`src/rtl/bus_pkg.sv`:
```
// Shared definitions for the four-target bus demultiplexer: state encoding,
// target count and the default address map.
package bus_pkg;

    localparam int N_TGT = 4;

    localparam logic [31:0] DEF_BASE0 = 32'h0000_0000;
    localparam logic [31:0] DEF_BASE1 = 32'h1000_0000;
    localparam logic [31:0] DEF_BASE2 = 32'h2000_0000;
    localparam logic [31:0] DEF_BASE3 = 32'hFFFF_0000;

    localparam logic [31:0] DEF_MASK0 = 32'hFFFF_0000;
    localparam logic [31:0] DEF_MASK1 = 32'hFFFF_F000;
    localparam logic [31:0] DEF_MASK2 = 32'hFFFF_F000;
    localparam logic [31:0] DEF_MASK3 = 32'hFFFF_FF00;

    typedef enum logic [1:0] {
        ST_IDLE,
        ST_REQ,
        ST_RSP,
        ST_DERR
    } state_e;

    function automatic logic [N_TGT-1:0] onehot(input logic [1:0] idx);
        logic [N_TGT-1:0] v;
        v      = '0;
        v[idx] = 1'b1;
        return v;
    endfunction

endpackage

```
`src/rtl/addr_dec4.sv`:
```
// Combinational base/mask decoder for four targets; lowest matching index wins.
module addr_dec4
    import bus_pkg::*;
#(
    parameter int               WIDTH = 32,
    parameter logic [WIDTH-1:0] BASE0 = WIDTH'(DEF_BASE0),
    parameter logic [WIDTH-1:0] BASE1 = WIDTH'(DEF_BASE1),
    parameter logic [WIDTH-1:0] BASE2 = WIDTH'(DEF_BASE2),
    parameter logic [WIDTH-1:0] BASE3 = WIDTH'(DEF_BASE3),
    parameter logic [WIDTH-1:0] MASK0 = WIDTH'(DEF_MASK0),
    parameter logic [WIDTH-1:0] MASK1 = WIDTH'(DEF_MASK1),
    parameter logic [WIDTH-1:0] MASK2 = WIDTH'(DEF_MASK2),
    parameter logic [WIDTH-1:0] MASK3 = WIDTH'(DEF_MASK3)
) (
    input  logic [WIDTH-1:0] addr_i,
    output logic             hit_o,
    output logic [1:0]       idx_o
);

    logic [N_TGT-1:0] match;

    assign match[0] = (addr_i & MASK0) == BASE0;
    assign match[1] = (addr_i & MASK1) == BASE1;
    assign match[2] = (addr_i & MASK2) == BASE2;
    assign match[3] = (addr_i & MASK3) == BASE3;

    // Scan downward so the lowest matching index is the last one written.
    always_comb begin
        hit_o = |match;
        idx_o = 2'd0;
        for (int i = N_TGT - 1; i >= 0; i--) begin
            if (match[i]) idx_o = 2'(i);
        end
    end

endmodule

```
`src/rtl/mux4.sv`:
```
// Generic 4:1 multiplexer.
module mux4 #(
    parameter int W = 32
) (
    input  logic [W-1:0] d0_i,
    input  logic [W-1:0] d1_i,
    input  logic [W-1:0] d2_i,
    input  logic [W-1:0] d3_i,
    input  logic [1:0]   sel_i,
    output logic [W-1:0] y_o
);

    always_comb begin
        case (sel_i)
            2'd0:    y_o = d0_i;
            2'd1:    y_o = d1_i;
            2'd2:    y_o = d2_i;
            default: y_o = d3_i;
        endcase
    end

endmodule

```
`src/rtl/bus_demux4.sv`:
```
// Single-outstanding bus demultiplexer: decodes a master request onto one of
// four targets and returns a response, a decode error or a timeout error.
module bus_demux4
    import bus_pkg::*;
#(
    parameter int               WIDTH   = 32,
    parameter logic [WIDTH-1:0] BASE0   = WIDTH'(DEF_BASE0),
    parameter logic [WIDTH-1:0] BASE1   = WIDTH'(DEF_BASE1),
    parameter logic [WIDTH-1:0] BASE2   = WIDTH'(DEF_BASE2),
    parameter logic [WIDTH-1:0] BASE3   = WIDTH'(DEF_BASE3),
    parameter logic [WIDTH-1:0] MASK0   = WIDTH'(DEF_MASK0),
    parameter logic [WIDTH-1:0] MASK1   = WIDTH'(DEF_MASK1),
    parameter logic [WIDTH-1:0] MASK2   = WIDTH'(DEF_MASK2),
    parameter logic [WIDTH-1:0] MASK3   = WIDTH'(DEF_MASK3),
    parameter logic [7:0]       TIMEOUT = 8'd255
) (
    input  logic               clk,
    input  logic               rst,
    input  logic               req_valid,
    output logic               req_ready,
    input  logic [WIDTH-1:0]   req_addr,
    input  logic               req_we,
    input  logic [3:0]         req_be,
    input  logic [WIDTH-1:0]   req_wdata,
    output logic               rsp_valid,
    output logic               rsp_err,
    output logic [WIDTH-1:0]   rsp_rdata,
    output logic [3:0]         s_valid,
    input  logic [3:0]         s_ready,
    output logic [WIDTH-1:0]   s_addr,
    output logic               s_we,
    output logic [3:0]         s_be,
    output logic [WIDTH-1:0]   s_wdata,
    input  logic [3:0]         s_rsp_valid,
    input  logic [4*WIDTH-1:0] s_rsp_rdata
);

    state_e           state_q, state_d;
    logic [1:0]       sel_q, sel_d;
    logic [WIDTH-1:0] addr_q, addr_d, wdata_q, wdata_d;
    logic             we_q, we_d;
    logic [3:0]       be_q, be_d;
    logic [7:0]       cnt_q, cnt_d;
    logic             rsp_v_q, rsp_v_d, rsp_err_q, rsp_err_d;
    logic [WIDTH-1:0] rsp_data_q, rsp_data_d;

    logic             dec_hit;
    logic [1:0]       dec_idx;
    logic [WIDTH-1:0] sel_rdata;
    logic             accept, timeout_hit;

    addr_dec4 #(
        .WIDTH(WIDTH),
        .BASE0(BASE0), .BASE1(BASE1), .BASE2(BASE2), .BASE3(BASE3),
        .MASK0(MASK0), .MASK1(MASK1), .MASK2(MASK2), .MASK3(MASK3)
    ) u_dec (
        .addr_i (req_addr),
        .hit_o  (dec_hit),
        .idx_o  (dec_idx)
    );

    mux4 #(.W(WIDTH)) u_rmux (
        .d0_i  (s_rsp_rdata[0*WIDTH +: WIDTH]),
        .d1_i  (s_rsp_rdata[1*WIDTH +: WIDTH]),
        .d2_i  (s_rsp_rdata[2*WIDTH +: WIDTH]),
        .d3_i  (s_rsp_rdata[3*WIDTH +: WIDTH]),
        .sel_i (sel_q),
        .y_o   (sel_rdata)
    );

    // Ready is withheld while the response pulse is out so pulses never abut.
    assign req_ready   = !rst && (state_q == ST_IDLE) && !rsp_v_q;
    assign accept      = req_valid && req_ready;
    assign timeout_hit = (cnt_q + 8'd1) == TIMEOUT;

    assign s_valid   = (!rst && state_q == ST_REQ) ? onehot(sel_q) : 4'b0000;
    assign s_addr    = addr_q;
    assign s_we      = we_q;
    assign s_be      = be_q;
    assign s_wdata   = wdata_q;
    assign rsp_valid = rsp_v_q && !rst;
    assign rsp_err   = rsp_err_q && !rst;
    assign rsp_rdata = rst ? '0 : rsp_data_q;

    always_comb begin
        state_d    = state_q;
        sel_d      = sel_q;
        addr_d     = addr_q;
        we_d       = we_q;
        be_d       = be_q;
        wdata_d    = wdata_q;
        cnt_d      = cnt_q;
        rsp_v_d    = 1'b0;
        rsp_err_d  = 1'b0;
        rsp_data_d = '0;
        case (state_q)
            ST_IDLE: if (accept) begin
                sel_d   = dec_idx;
                addr_d  = req_addr;
                we_d    = req_we;
                be_d    = req_be;
                wdata_d = req_wdata;
                cnt_d   = 8'd0;
                state_d = dec_hit ? ST_REQ : ST_DERR;
            end
            ST_REQ: begin
                cnt_d = cnt_q + 8'd1;
                if (timeout_hit) begin
                    state_d   = ST_IDLE;
                    rsp_v_d   = 1'b1;
                    rsp_err_d = 1'b1;
                end else if (s_ready[sel_q]) begin
                    state_d = ST_RSP;
                end
            end
            ST_RSP: begin
                cnt_d = cnt_q + 8'd1;
                // A target response beats a coincident timeout.
                if (s_rsp_valid[sel_q]) begin
                    state_d    = ST_IDLE;
                    rsp_v_d    = 1'b1;
                    rsp_data_d = we_q ? '0 : sel_rdata;
                end else if (timeout_hit) begin
                    state_d   = ST_IDLE;
                    rsp_v_d   = 1'b1;
                    rsp_err_d = 1'b1;
                end
            end
            ST_DERR: begin
                state_d   = ST_IDLE;
                rsp_v_d   = 1'b1;
                rsp_err_d = 1'b1;
            end
            default: state_d = ST_IDLE;
        endcase
    end

    always_ff @(posedge clk) begin
        if (rst) begin
            state_q    <= ST_IDLE;
            sel_q      <= 2'd0;
            addr_q     <= '0;
            we_q       <= 1'b0;
            be_q       <= 4'd0;
            wdata_q    <= '0;
            cnt_q      <= 8'd0;
            rsp_v_q    <= 1'b0;
            rsp_err_q  <= 1'b0;
            rsp_data_q <= '0;
        end else begin
            state_q    <= state_d;
            sel_q      <= sel_d;
            addr_q     <= addr_d;
            we_q       <= we_d;
            be_q       <= be_d;
            wdata_q    <= wdata_d;
            cnt_q      <= cnt_d;
            rsp_v_q    <= rsp_v_d;
            rsp_err_q  <= rsp_err_d;
            rsp_data_q <= rsp_data_d;
        end
    end

endmodule

```
`config.mk`:
```
export PLATFORM = sky130hd
export DESIGN_NAME = bus_demux4
export DESIGN_NICKNAME = d
export VERILOG_FILES = /design/src/rtl/bus_pkg.sv /design/src/rtl/addr_dec4.sv /design/src/rtl/mux4.sv /design/src/rtl/bus_demux4.sv
export SDC_FILE = /design/constraint.sdc
export NUM_CORES = 1
export LEC_CHECK = 0
export CAP_MARGIN = 20
export CORE_AREA = 4 4 121 123
export CTS_CLUSTER_DIAMETER = 60
export CTS_CLUSTER_SIZE = 16
export DETAILED_ROUTE_END_ITERATION = 7
export DIE_AREA = 0 0 125 127
export PLACE_DENSITY = 0.85
export SETUP_SLACK_MARGIN = 0.2
export SLEW_MARGIN = 20
export SYNTH_ARGS = -nofsm -noshare
export SYNTH_HDL_FRONTEND = slang
export SYNTH_SLANG_ARGS = --single-unit
```
`constraint.sdc`:
```
create_clock -name clk -period 3.8 [get_ports clk]
set_input_delay 0.38 -clock clk [delete_from_list [all_inputs] [get_ports clk]]
set_output_delay 0.38 -clock clk [all_outputs]
set_load 0.02 [all_outputs]
```
==> impl_metrics.yaml, run 1 <==
die:
  fp.dieH_um: 127
  io-pin-count: 316
  die_w_um: 125
  fp.dieArea_um2: 15900
  start_util_pct: 40.1
  core_um2: 13700
  std_cell_rows: 43
job:
  cap_viol_max_count: 0
clocking:
  cts_inserted_buffers: 17
  cts_resized: 0
  clk_pin_slew_ns: 0.05
  cts-root-buf: "clkbuf_16"
  tritoncts: "done"
  clock_insertion_delay_worst_skew_ns: 0.40
  cts_setup_buffers: 0
  ctsHtreeMaxLevel: 4
  holdBufCountCts: 0
  max-clock-path-buffers: 2
  cts_sinks: 115
synthesis:
  ys_top_cells_by_area: "dfxtp_1 (42%), mux4_2 (14%), nand2b_1 (8.0%), nor2b_1 (7.7%), o21ai_1 (6.9%)"
  syn-num-nets: 800
  synth-async-reset-ratio_pct: 0
  seq_area_frac_synth_pct: 42.0
  synth_edf_count: 0
  netlist_area_um2: 5480
  synth_area_per_cell_um2: 9.34
  netlist_top_cells_count: "dfxtp_1 (115), nand2_1 (79), o21ai_1 (75)"
  synth.ff_latch_count: 115
  syn_inst: 586
  synth_top_cell_area_share_pct: 42.0
  yosysTopAreaCell: "dfxtp_1"
  synthDistinctLibCells: 52
  synth.most_common_cell: "dfxtp_1"
  ys_dominant_reg_cell: "dfxtp_1"
  yosysWarnings: 0
placement:
  placed_cell_area_um2: 8750
  dpl.hpwl_um: 14500
  gp_congestion: 0.882
  placed_cells: 1042
  port_buffers: 315
route:
  dr_total_vias: 5415
  ant_nets: 0
  drc: 0
  vias_per_cell: 5.04
  wl_per_cell_um: 17.7
  drt-initial-drc-count: 377
  first_pass_iters: 4
  wl_um: 19000
global_route:
  grt_pass1_vias: 5305
  grt_overflow_total: 0
  grtUsageTotal_pct: 22.9
  grt_max_degree: 143
  grt_pass1_wl_um: 28600
  antenna_found_initial: 1
timing:
  clock-skew-final_ns: 0.00600
  setup-tns-final_ns: 0
  rsz0062_at_grt: "false"
  finalSetupViolations: 0
  final_hold_viol_count: 0
  worst_pin_slew_ns: 0.932
  max_slew_margin_pct: 37.8
  fmax_ghz: 0.361
  fin_crit_sh_pct: 72.9
  slew_viol_final: 0
  period_needed_ns: 2.77
finish:
  final_cells: 1074
  finalInstanceArea_um2: 9290
  syn2layout_area_growth_pct: 69.7
  num-nets-final: 1095
  drive_gt1_share_pct: 8.41
  utilization_pct: 68.0
  fill_cells: 1054
  multi_input_area_um2: 2980
  area.sequential_um2: 2300
worst_setup_path:
  r2r-start: "state_q[1]"
  worstSetupEndpoint: "req_ready"
  timing.rr.end: "state_q[1]"
  rr_worst_depth: 6
  setup.worst_path.end_class: "output port"
  crit_start: "state_q[1]"
  crit_required_ns: 3.42
  r2r_slack_ns: 1.46
  critPathMaxFanout: 7
  cp.arrival_ns: 2.39
  startpoint_type: "register"
  crit_type: "register to output port"
power_and_ir_drop:
  p_leak_nw: 3.29
  finalPower_mw: 4.18
  powerDensity_nw_per_um2: 450
  ir_drop_mv: 0.295
run_status:
  status: "finished, final reports clean"
hold_path:
  hp-class: "register to register"
## worst max-delay path, stage by stage, from the launching register on
cell and delay, ns:
dfxtp_1 0.33, inv_1 0.13, ha_1 0.35, clkinv_1 0.27, nor3_1 0.26, clkdlybuf4s50_1 0.65
## per-layer routing
metal,wire length (um),track usage (%),vias up
li1,-,-,2629
met1,7620,27.4,2540
met2,9610,39.8,215
met3,1310,5.98,29
met4,456,8.74,2
met5,13,0,-
## how the worst min path moves through the flow
stage,start,end,slack [ns],depth (start not counted)
after floorplan,cnt_q[0],cnt_q[0],0.49,2
after global placement,s_wdata[2],s_wdata[2],0.45,2
after detailed placement,s_wdata[22],s_wdata[22],0.45,2
after CTS,s_addr[13],s_addr[13],0.46,2
after global routing,s_wdata[29],s_wdata[29],0.47,2
final,s_wdata[8],s_wdata[8],0.46,2
## layout make-up
class / count / area share, %
Clock buffer: 24 / 5.19
Inverter: 9 / 0.364
Multi-Input combinational cell: 418 / 32.1
Clock inverter: 6 / 0.593
Tap cell: 180 / 2.42
Antenna cell: 2 / 0.0539
Sequential cell: 115 / 24.8
Timing Repair Buffer: 320 / 34.5
## stage by stage
stage / hold WS, ns / setup WS, ns
global route: 0.474 / 0.897
detailed placement: 0.453 / 1.07
finish: 0.460 / 1.03
floorplan: 0.487 / 1.55
global placement: 0.451 / 1.11
CTS: 0.463 / 0.993
## placed cells by master (no fill, tap or decap), types with 11 or more instances in the layout
cell type	count
clkbuf_16	17
clkdlybuf4s50_1	314
dfxtp_1	113
mux4_2	34
nand2_1	79
nand2b_1	70
nor2_1	11
nor2b_1	67
o21ai_1	75
## registers in the layout (all words and copies together), names as in the netlist, 2 cells and up
register / flops
cnt_q: 8
rsp_data_q: 32
s_addr: 32
s_be: 4
s_wdata: 32
sel_q: 2
state_q: 2
## cells by family after synthesis
| family | share of synthesized area, % |
|---|---|
| DFF | 42.0 |
| buffers and inverters | 3.75 |
| and+or+nand+nor | 27.1 |
| muxes | 14.0 |
| adders and majority gates | 1.55 |
| AOI/OAI and AO/OA | 11.4 |
| xor gates and xnor gates | 0.160 |
## report_power, final
| group | switching (mW) | total (mW) | internal, mW |
|---|---|---|---|
| Combinational | 0.632 | 1.26 | 0.628 |
| Clock | 0.511 | 1.45 | 0.935 |
| Sequential | 0.0950 | 1.48 | 1.38 |
| Total | 1.24 | 4.18 | 2.94 |
(Power assumes the default switching activity.)
==> run 2: changes to the inputs <==
--- a/config.mk
+++ b/config.mk
@@ -6,12 +6,12 @@
 export NUM_CORES = 1
 export LEC_CHECK = 0
 export CAP_MARGIN = 20
-export CORE_AREA = 4 4 121 123
+export CORE_AREA = 4 4 131 133
 export CTS_CLUSTER_DIAMETER = 60
 export CTS_CLUSTER_SIZE = 16
 export DETAILED_ROUTE_END_ITERATION = 7
-export DIE_AREA = 0 0 125 127
-export PLACE_DENSITY = 0.85
+export DIE_AREA = 0 0 135 137
+export PLACE_DENSITY = 0.76
 export SETUP_SLACK_MARGIN = 0.2
 export SLEW_MARGIN = 20
 export SYNTH_ARGS = -nofsm -noshare
==> constraint.sdc (replaced) <==
create_clock -name clk -period 2.23 [get_ports clk]
set_input_delay 0.223 -clock clk [delete_from_list [all_inputs] [get_ports clk]]
set_output_delay 0.223 -clock clk [all_outputs]
set_load 0.02 [all_outputs]
==> impl_metrics.yaml, run 2 (same netlist as run 1, synthesis figures left out) <==
worst_setup_path:
  cp.arrival_ns: 2.27
  crit_required_ns: 2.52
  setup.worst_path.end_class: "register"
  critPathMaxFanout: 2
  startpoint_type: "input port"
  crit_type: "input port to register"
clocking:
  cts_inserted_buffers: 17
  max-clock-path-buffers: 2
  holdBufCountCts: 0
  cts-root-buf: "clkbuf_16"
  cts_sinks: 115
  clk_pin_slew_ns: 0.05
  tritoncts: "done"
  clock_insertion_delay_worst_skew_ns: 0.41
  ctsHtreeMaxLevel: 4
hold_path:
  hp-class: "input port to register"
finish:
  layout_common_cells: "clkdlybuf4s50_1 (309), dfxtp_1 (111), nand2_1 (78), o21ai_1 (75), nand2b_1 (70)"
  insertedDiodeCount: 0
  final_cells: 1130
  layout_commonest_cell: "clkdlybuf4s50_1"
  drive_gt1_share_pct: 12.3
  num-nets-final: 1117
  syn2layout_area_growth_pct: 74.6
die:
  fp.dieArea_um2: 18500
  std_cell_rows: 46
  io-pin-count: 316
  fp.dieH_um: 137
  start_util_pct: 34.6
  die_w_um: 135
  core_um2: 15800
placement:
  placed_cells: 1098
  gp_congestion: 0.807
  port_buffers: 315
  dpl.hpwl_um: 15400
power_and_ir_drop:
  powerDensity_nw_per_um2: 772
  ir_drop_mv: 0.537
  finalPower_mw: 7.38
  p_leak_nw: 3.42
route:
  vias_per_cell: 4.79
  dr_total_vias: 5415
  ant_nets: 0
  wl_um: 19600
  drc: 0
  first_pass_iters: 5
  wl_per_cell_um: 17.3
  drt-initial-drc-count: 222
timing:
  final_hold_viol_count: 0
  rsz0062_at_grt: "true"
  max_slew_margin_pct: 59.9
  worst_pin_slew_ns: 0.601
  finalSetupViolations: 0
  hold_ws_ns: 0.347
  period_needed_ns: 1.97
  slew_viol_final: 0
  setup-tns-final_ns: 0
  fin_crit_sh_pct: 88.5
  fmax_ghz: 0.507
  clock-skew-final_ns: 0.00868
run_status:
  status: "finished, final reports clean"
global_route:
  grtUsageTotal_pct: 20.1
  grt_max_degree: 56
  grt_overflow_total: 0
  grt_pass1_wl_um: 28600
  antenna_found_initial: 1
  grt_pass1_vias: 5183
job:
  cap_viol_max_count: 0
==> run 2: worst max-delay path: stages <==
cell and delay, ns:
clkdlybuf4s50_1 0.42, or4_4 0.56, or4_4 0.51, nor3_4 0.19, a2111oi_1 0.11, o221a_1 0.25
==> run 2: final timing paths <==
kind / startpoint / to / slack (ns) / cells past startpoint
max: req_addr[12] / state_q[1] / 0.26 / 6
min: req_addr[3] / s_addr[3] / 0.35 / 3
max reg2reg: sel_q[0] / state_q[1] / 0.35 / 5
min reg2reg: s_be[3] / s_be[3] / 0.46 / 2
==> run 2: layout make-up <==
| class | instances | area, um2 |
|---|---|---|
| clock buffers | 24 | 472 |
| clock inverters | 6 | 80.1 |
| fillers | 1355 | 6270 |
| inverters | 9 | 33.8 |
| multi-input cells | 418 | 3020 |
| flip-flops and latches | 115 | 2310 |
| well taps | 216 | 270 |
| repair buffers | 342 | 3380 |
==> run 2: power breakdown <==
group	switching, mW	internal, mW	leakage (nW)	total (mW)
logic	1.12	1.17	2.21	2.29
registers	0.159	2.35	0.941	2.51
clock network	0.897	1.68	0.274	2.58
==> run 2: routing by layer <==
layer / global-route usage, % / part of all wire, % / vias to the layer above
met1: 25.3 / 39 / 2529
met5: 0 / 0.066 / -
li1: - / - / 2672
met2: 33.4 / 52 / 188
met3: 5.77 / 7.4 / 24
met4: 6.77 / 1.8 / 2
==> run 2: per-stage QoR <==
| step | utilization [%] | setup slack [ns] | area [um2] |
|---|---|---|---|
| global route | 60.4 | 0.187 | 9560 |
| floorplan | - | 0.194 | 5480 |
| detailed placement | 56.8 | -0.277 | 8990 |
| finish | 60.4 | 0.257 | 9560 |
| CTS | 60.2 | 0.211 | 9530 |
| global placement | 56.8 | -0.251 | 8990 |
==> run 2: timing repair <==
action | in CTS | in global routing
setup endpoints to repair | 6 | 18
resized for setup | 23 | 13
pin swaps | 3 | 1
buffers inserted | 0 | 2
